[config.mk]
export PLATFORM = sky130hd
export DESIGN_NAME = uart_loader
export DESIGN_NICKNAME = d
export VERILOG_FILES = /design/src/rtl/uart_loader_pkg.sv /design/src/rtl/uart_byte_strobe.sv /design/src/rtl/uart_loader.sv
export SDC_FILE = /design/constraint.sdc
export NUM_CORES = 1
export LEC_CHECK = 0
export CELL_PAD_IN_SITES_DETAIL_PLACEMENT = 0
export CELL_PAD_IN_SITES_GLOBAL_PLACEMENT = 1
export CORE_ASPECT_RATIO = 0.75
export CORE_UTILIZATION = 35
export DETAILED_ROUTE_END_ITERATION = 8
export MAX_ROUTING_LAYER = met4
export PLACE_DENSITY_LB_ADDON = 0.1
export SYNTH_ARGS = -nofsm -noshare
export SYNTH_HDL_FRONTEND = slang
export SYNTH_HIERARCHICAL = 1
export SYNTH_SLANG_ARGS = --single-unit
[constraint.sdc]
create_clock -name clk -period 2.6 [get_ports clk]
set_input_delay 0.39 -clock clk [delete_from_list [all_inputs] [get_ports clk]]
set_output_delay 0.39 -clock clk [all_outputs]
set_load 0.005 [all_outputs]
[src/rtl/uart_loader_pkg.sv]
// Shared types and helpers for the UART program loader.
// UART_LOADER_CHECKSUM_EN adds the trailing checksum state.
package uart_loader_pkg;

  typedef enum logic [2:0] {
    ST_IDLE  = 3'd0,
    ST_BASE  = 3'd1,
    ST_COUNT = 3'd2,
    ST_DATA  = 3'd3,
`ifdef UART_LOADER_CHECKSUM_EN
    ST_CSUM  = 3'd4,
`endif
    ST_DONE  = 3'd5
  } state_e;

  localparam logic [7:0] DEFAULT_SYNC_BYTE = 8'hA5;

  function automatic int bpw(input int data_w);
    return data_w / 8;
  endfunction

  // Wide enough to hold TIMEOUT_CYCLES itself; never zero bits.
  function automatic int tmo_w(input int timeout_cycles);
    return (timeout_cycles < 1) ? 1 : $clog2(timeout_cycles + 1);
  endfunction

  function automatic int idx_w(input int n);
    return (n <= 1) ? 1 : $clog2(n);
  endfunction

endpackage

[src/rtl/uart_byte_strobe.sv]
// Turns a receiver valid (pulse or level) into one strobe per byte and
// flags an over-long gap between bytes while run is high.
module uart_byte_strobe
  import uart_loader_pkg::*;
#(
  parameter int TIMEOUT_CYCLES = 270000
) (
  input  logic clk,
  input  logic rst_n,
  input  logic rx_valid,
  input  logic run,
  output logic byte_stb,
  output logic timeout_stb
);

  localparam int TW = tmo_w(TIMEOUT_CYCLES);

  logic rx_valid_q;

  always_ff @(posedge clk) begin
    if (!rst_n) rx_valid_q <= 1'b0;
    else        rx_valid_q <= rx_valid;
  end

  assign byte_stb = rx_valid & ~rx_valid_q;

  generate
    if (TIMEOUT_CYCLES > 0) begin : g_tmo
      logic [TW-1:0] cnt_q, cnt_d;

      always_comb begin
        cnt_d = cnt_q;
        if (byte_stb || !run)
          cnt_d = '0;
        else if (cnt_q != TW'(TIMEOUT_CYCLES))
          cnt_d = cnt_q + TW'(1);
      end

      always_ff @(posedge clk) begin
        if (!rst_n) cnt_q <= '0;
        else        cnt_q <= cnt_d;
      end

      // A byte landing on the expiry cycle takes priority over the timeout.
      assign timeout_stb = run & ~byte_stb & (cnt_q == TW'(TIMEOUT_CYCLES - 1));
    end else begin : g_no_tmo
      assign timeout_stb = 1'b0;
    end
  endgenerate

endmodule

[src/rtl/uart_loader.sv]
// Parses SYNC/BASE/COUNT/DATA[/CSUM] frames from the UART and writes words
// to instruction memory. UART_LOADER_CHECKSUM_EN enables the CSUM byte.
module uart_loader
  import uart_loader_pkg::*;
#(
  parameter int          DATA_W         = 16,
  parameter int          ADDR_W         = 8,
  parameter logic [7:0]  SYNC_BYTE      = DEFAULT_SYNC_BYTE,
  parameter int          TIMEOUT_CYCLES = 270000
) (
  input  logic              clk,
  input  logic              rst_n,
  input  logic [7:0]        rx_data,
  input  logic              rx_valid,
  output logic              mem_we,
  output logic [ADDR_W-1:0] mem_addr,
  output logic [DATA_W-1:0] mem_wdata,
  output logic              busy,
  output logic              done,
  output logic              error
);

  localparam int BPW = bpw(DATA_W);
  localparam int BW  = idx_w(BPW);

`ifdef UART_LOADER_CHECKSUM_EN
  localparam state_e ST_TAIL = ST_CSUM;
`else
  localparam state_e ST_TAIL = ST_DONE;
`endif

  state_e            state_q, state_d;
  logic [ADDR_W-1:0] base_q, base_d;
  logic [7:0]        count_q, count_d;
  logic [7:0]        widx_q, widx_d;
  logic [BW-1:0]     bidx_q, bidx_d;
  logic [DATA_W-1:0] word_q, word_d, word_shift;
  logic              we_q, we_d;
  logic [ADDR_W-1:0] addr_q, addr_d;
  logic [DATA_W-1:0] wdata_q, wdata_d;
  logic              error_q, error_d;
`ifdef UART_LOADER_CHECKSUM_EN
  logic [7:0]        csum_q, csum_d, csum_sum;
`endif

  logic byte_stb, timeout_stb, run;

  assign run = (state_q != ST_IDLE) && (state_q != ST_DONE);

  uart_byte_strobe #(
    .TIMEOUT_CYCLES(TIMEOUT_CYCLES)
  ) u_strobe (
    .clk        (clk),
    .rst_n      (rst_n),
    .rx_valid   (rx_valid),
    .run        (run),
    .byte_stb   (byte_stb),
    .timeout_stb(timeout_stb)
  );

  assign word_shift = (word_q << 8) | DATA_W'(rx_data);
`ifdef UART_LOADER_CHECKSUM_EN
  assign csum_sum = csum_q + rx_data;
`endif

  always_comb begin
    state_d = state_q;
    base_d  = base_q;
    count_d = count_q;
    widx_d  = widx_q;
    bidx_d  = bidx_q;
    word_d  = word_q;
    we_d    = 1'b0;
    addr_d  = addr_q;
    wdata_d = wdata_q;
    error_d = error_q;
`ifdef UART_LOADER_CHECKSUM_EN
    csum_d  = csum_q;
`endif

    case (state_q)
      ST_IDLE: begin
        if (byte_stb && (rx_data == SYNC_BYTE)) begin
          state_d = ST_BASE;
          error_d = 1'b0;
`ifdef UART_LOADER_CHECKSUM_EN
          csum_d  = 8'd0;
`endif
        end
      end
      ST_BASE: begin
        if (byte_stb) begin
          base_d  = ADDR_W'(rx_data);
          state_d = ST_COUNT;
`ifdef UART_LOADER_CHECKSUM_EN
          csum_d  = csum_sum;
`endif
        end
      end
      ST_COUNT: begin
        if (byte_stb) begin
          count_d = rx_data;
          widx_d  = 8'd0;
          bidx_d  = '0;
          word_d  = '0;
          state_d = (rx_data == 8'd0) ? ST_TAIL : ST_DATA;
`ifdef UART_LOADER_CHECKSUM_EN
          csum_d  = csum_sum;
`endif
        end
      end
      ST_DATA: begin
        if (byte_stb) begin
          word_d = word_shift;
`ifdef UART_LOADER_CHECKSUM_EN
          csum_d = csum_sum;
`endif
          if (bidx_q == BW'(BPW - 1)) begin
            // Address wraps naturally in ADDR_W bits.
            we_d    = 1'b1;
            addr_d  = base_q + ADDR_W'(widx_q);
            wdata_d = word_shift;
            bidx_d  = '0;
            widx_d  = widx_q + 8'd1;
            if (widx_q == count_q - 8'd1)
              state_d = ST_TAIL;
          end else begin
            bidx_d = bidx_q + BW'(1);
          end
        end
      end
`ifdef UART_LOADER_CHECKSUM_EN
      ST_CSUM: begin
        if (byte_stb) begin
          csum_d = csum_sum;
          if (csum_sum == 8'd0) begin
            state_d = ST_DONE;
          end else begin
            state_d = ST_IDLE;
            error_d = 1'b1;
          end
        end
      end
`endif
      ST_DONE: state_d = ST_IDLE;
      default: state_d = ST_IDLE;
    endcase

    // Only fires in running states with no byte this cycle.
    if (timeout_stb) begin
      state_d = ST_IDLE;
      error_d = 1'b1;
    end
  end

  always_ff @(posedge clk) begin
    if (!rst_n) begin
      state_q <= ST_IDLE;
      base_q  <= '0;
      count_q <= 8'd0;
      widx_q  <= 8'd0;
      bidx_q  <= '0;
      word_q  <= '0;
      we_q    <= 1'b0;
      addr_q  <= '0;
      wdata_q <= '0;
      error_q <= 1'b0;
`ifdef UART_LOADER_CHECKSUM_EN
      csum_q  <= 8'd0;
`endif
    end else begin
      state_q <= state_d;
      base_q  <= base_d;
      count_q <= count_d;
      widx_q  <= widx_d;
      bidx_q  <= bidx_d;
      word_q  <= word_d;
      we_q    <= we_d;
      addr_q  <= addr_d;
      wdata_q <= wdata_d;
      error_q <= error_d;
`ifdef UART_LOADER_CHECKSUM_EN
      csum_q  <= csum_d;
`endif
    end
  end

  assign mem_we    = we_q;
  assign mem_addr  = addr_q;
  assign mem_wdata = wdata_q;
  assign busy      = (state_q != ST_IDLE);
  assign done      = (state_q == ST_DONE);
  assign error     = error_q;

endmodule

==> results.tsv <==
stage	metric	value	unit
detailed_routing	Avg WL per Cell	15.4	um
power_and_ir_drop	total power	0.00258	W
timing	Worst Tran Pin Value	0.741	ns
global_routing	initial antenna violation count	0	
logic_synthesis	Primary FF master, synth	dfxtp_1	
logic_synthesis	largest family of logic cells by synthesized area	simple AND/OR/NAND/NOR gates	
logic_synthesis	Synth Area in Adders	3.90	%
setup_path	Worst Path Max Fanout	11	
die	I/O pin count	39	
detailed_routing	number of vias per cell	5.08	
global_routing	Congestion Overflow GR	0	
layout	fin util	43.7	%
die	die footprint	0.0120	mm2
power_and_ir_drop	worst ir drop on vdd	0.292	mV
run_status	status	finished clean	
clock_network	cts hold-fix bufs	0	
logic_synthesis	post-synthesis net count	496	
global_routing	vias in the first global route	3046	
detailed_routing	WL final	10.1	mm
detailed_routing	Post-route DRC	0	
timing	count of pins over their slew limit	0	
flow_run	max cap viols	0	
timing	final setup fails	0	
setup_path	Worst Path Buf+Inv	1	
detailed_routing	drt initial violations	167	
power_and_ir_drop	Lkg Pwr	1.70	nW
global_routing	largest net degree at the start of global routing	60	
clock_network	total clock sinks	82	
clock_network	post-CTS sizing	0	
layout	Register Area	0.00164	mm2
layout	fillers	1108	
timing	period utilisation layout	83.0	%
setup_path	Worst EP required	2.21	ns
clock_network	CTS Buffer Depth	2	
placed_design	RePlAce Congestion	0.830	
power_and_ir_drop	Power per Cell Area	531	mW/mm2
setup_path	crit-path max cell delay	0.51	ns
detailed_routing	drt first pass iters	4	
timing	Final Hold Vio Count	0	
setup_path	critical path class	reg -> out	
setup_path	Crit-path slowest cell	clkdlybuf4s50_1	
worst_hold_path	Hold Crit Class	reg -> reg	
logic_synthesis	Synth Area in XOR/XNOR	6.71	%
setup_path	critical path capture point type	output pin	
timing	Final WS setup	0.443	ns
layout	Area growth, synth to finish	20.0	%
die	initial core utilization	36.4	%
die	Die Y	95.1	um
placed_design	HPWL after detailed placement	7.17	mm
logic_synthesis	Yosys reg bits	82	
timing	RSZ-0062 raised after global routing	false	
clock_network	Skew-Pair Late Insertion Delay	0.34	ns
global_routing	first-pass GRT wire length	16.6	mm
logic_synthesis	Mapped Cells	473	
logic_synthesis	mux contribution to synthesized area	0.278	%
clock_network	CTS buffer count	9	
logic_synthesis	Mapped Area	0.00405	mm2
logic_synthesis	Seq/Total Area, Yosys	40.6	%
layout	area of the multi-input gates	0.00222	mm2
logic_synthesis	Async S/R FF share, synth	0	%
logic_synthesis	Netlist cell types	59	
clock_network	CTS root buffer	clkbuf_16	
die	std cell rows	33	
timing	Post-Route Setup TNS	0	ns
clock_network	H-tree levels	3	
placed_design	Setup WS pre-CTS	0.199	ns
die	die extent in x	126	um
timing	fin crit period	2.16	ns
logic_synthesis	Post-synth EDFFs	0	
setup_path	CP Cell Sequence	nor2b_1 > and2_1 > clkdlybuf4s50_1	
clock_network	CTS clk-pin slew, worst paths	0.06	ns
die	core area	0.0111	mm2
setup_path	largest delay contributor family on the critical path	buffers and inverters	
setup_path	startpoint types	flop	
timing	Layout Skew	0.00395	ns
logic_synthesis	complex-gate fraction of the synthesized area	16.2	%
timing	Slew HR	50.2	%
detailed_routing	Routed Antenna Nets	0	
global_routing	GRT Overall Usage	18.7	%
layout	diode count	0	
timing	hold slack	0.455	ns
clock_network	CTS tree	yes	
logic_synthesis	Synth Area in Simple Gates	27.7	%
placed_design	Buffers on Ports	38	
layout	share of post-route cells with drive strength above 1	8.67	%
setup_path	Worst Path Arrival	1.77	ns
detailed_routing	vias	3349	
logic_synthesis	YS warnings	6	
logic_synthesis	Mapped Avg Cell Area	8.55	um2
timing	f_max	464	MHz
clock_network	Setup Buffers After CTS	0	
layout	Net count, final	537	
-- path summary, 6_finish.rpt --
check	startpoint	end	slack, ns	depth (start not counted)
hold / removal	mem_addr[5]	mem_addr[5]	0.45	2
hold reg to reg	mem_addr[5]	mem_addr[5]	0.45	2
setup / recovery	state_q[1]	done	0.44	3
setup reg to reg	count_q[0]	state_q[2]	0.52	7
-- synth_stat cells (3+ instances only) --
cell / instances / share of area, %
a21o_1: 3 / 0.56
nor3b_1: 4 / 0.74
and2_1: 9 / 1.4
dfxtp_1: 82 / 41
xnor2_1: 13 / 2.8
o21a_1: 3 / 0.56
a21oi_1: 14 / 1.7
clkbuf_8: 4 / 1.4
clkbuf_1: 13 / 1.2
nand4_1: 10 / 1.5
nor2_1: 28 / 2.6
ha_1: 11 / 3.4
o21ai_0: 15 / 1.9
xor2_1: 18 / 3.9
nand3_1: 22 / 2.7
or3_1: 4 / 0.62
nand3b_1: 3 / 0.56
a21boi_0: 43 / 8.0
and4_1: 4 / 0.87
inv_1: 13 / 1.2
nor3_1: 5 / 0.62
nor2b_1: 6 / 0.93
o211ai_1: 3 / 0.56
nand2_1: 93 / 8.6
nor4_1: 3 / 0.46
and3_1: 5 / 0.77
-- state kept, by name, summed over array words and instances (netlist names) --
register and flops:
base_q 8, bidx_q 1, count_q 8, error 1, mem_addr 8, mem_wdata 16, mem_we 1, state_q 3
u_strobe/g_tmo.cnt_q 19, u_strobe/rx_valid_q 1, widx_q 8, word_q 8
-- logic make-up after synthesis --
group / count (synthesis)
xor+xnor: 31
fa+ha+maj: 12
simple gates: 219
flops: 82
mux: 1
buf+inv: 34
compound gates: 94
-- area by class of cell --
class | instances | share of cell area, %
multi-input cells | 357 | 45.7
flip-flops and latches | 82 | 33.8
repair buffers | 51 | 10.0
clock buffers | 10 | 4.72
well taps | 140 | 3.61
clock inverters | 6 | 1.19
inverters | 13 | 1.00
-- per-stage QoR --
stage	area, um2	std cells
after detailed placement	4570	643
after floorplan	4050	473
final	4860	659
after global routing	4860	659
after global placement	4570	643
after CTS	4860	659
-- cells in the final DEF (no fill, tap or decap), types with 4 or more instances in the layout --
cell	instances
a21oi_1	14
nand3_1	22
clkdlybuf4s50_1	37
clkinv_2	4
nand2_1	93
xor2_1	18
ha_1	11
nor2b_1	6
nor3b_1	4
a21boi_0	43
o21ai_0	15
xnor2_1	13
dfxtp_1	82
clkbuf_16	9
and3_1	5
nand4_1	10
nor3_1	5
buf_4	12
nor2_1	28
inv_1	13
and2_1	9
or3_1	4
and4_1	4
-- worst register-to-register path, stage by stage, from the launching register on --
cell and delay, ns:
dfxtp_1 0.41, inv_1 0.07, ha_1 0.28, o21ba_1 0.21, a221oi_2 0.26, a41oi_1 0.08
o41ai_2 0.48, o2111a_1 0.24
-- routing by layer --
| layer | routed length, um | global-route usage [%] |
|---|---|---|
| met5 | 0 | - |
| met4 | 86 | 3.92 |
| met3 | 505 | 5.16 |
| met2 | 3840 | 24.9 |
| met1 | 5690 | 27.5 |
-- where the power goes --
group / internal (W) / switching, W / total (W)
combinational: 0.0000293 / 0.0000383 / 0.0000676
clock: 0.000737 / 0.000518 / 0.00126
sequential: 0.00126 / 0.000000236 / 0.00126
total: 0.00202 / 0.000557 / 0.00258
Note: power is estimated with default switching activity, not from simulation.
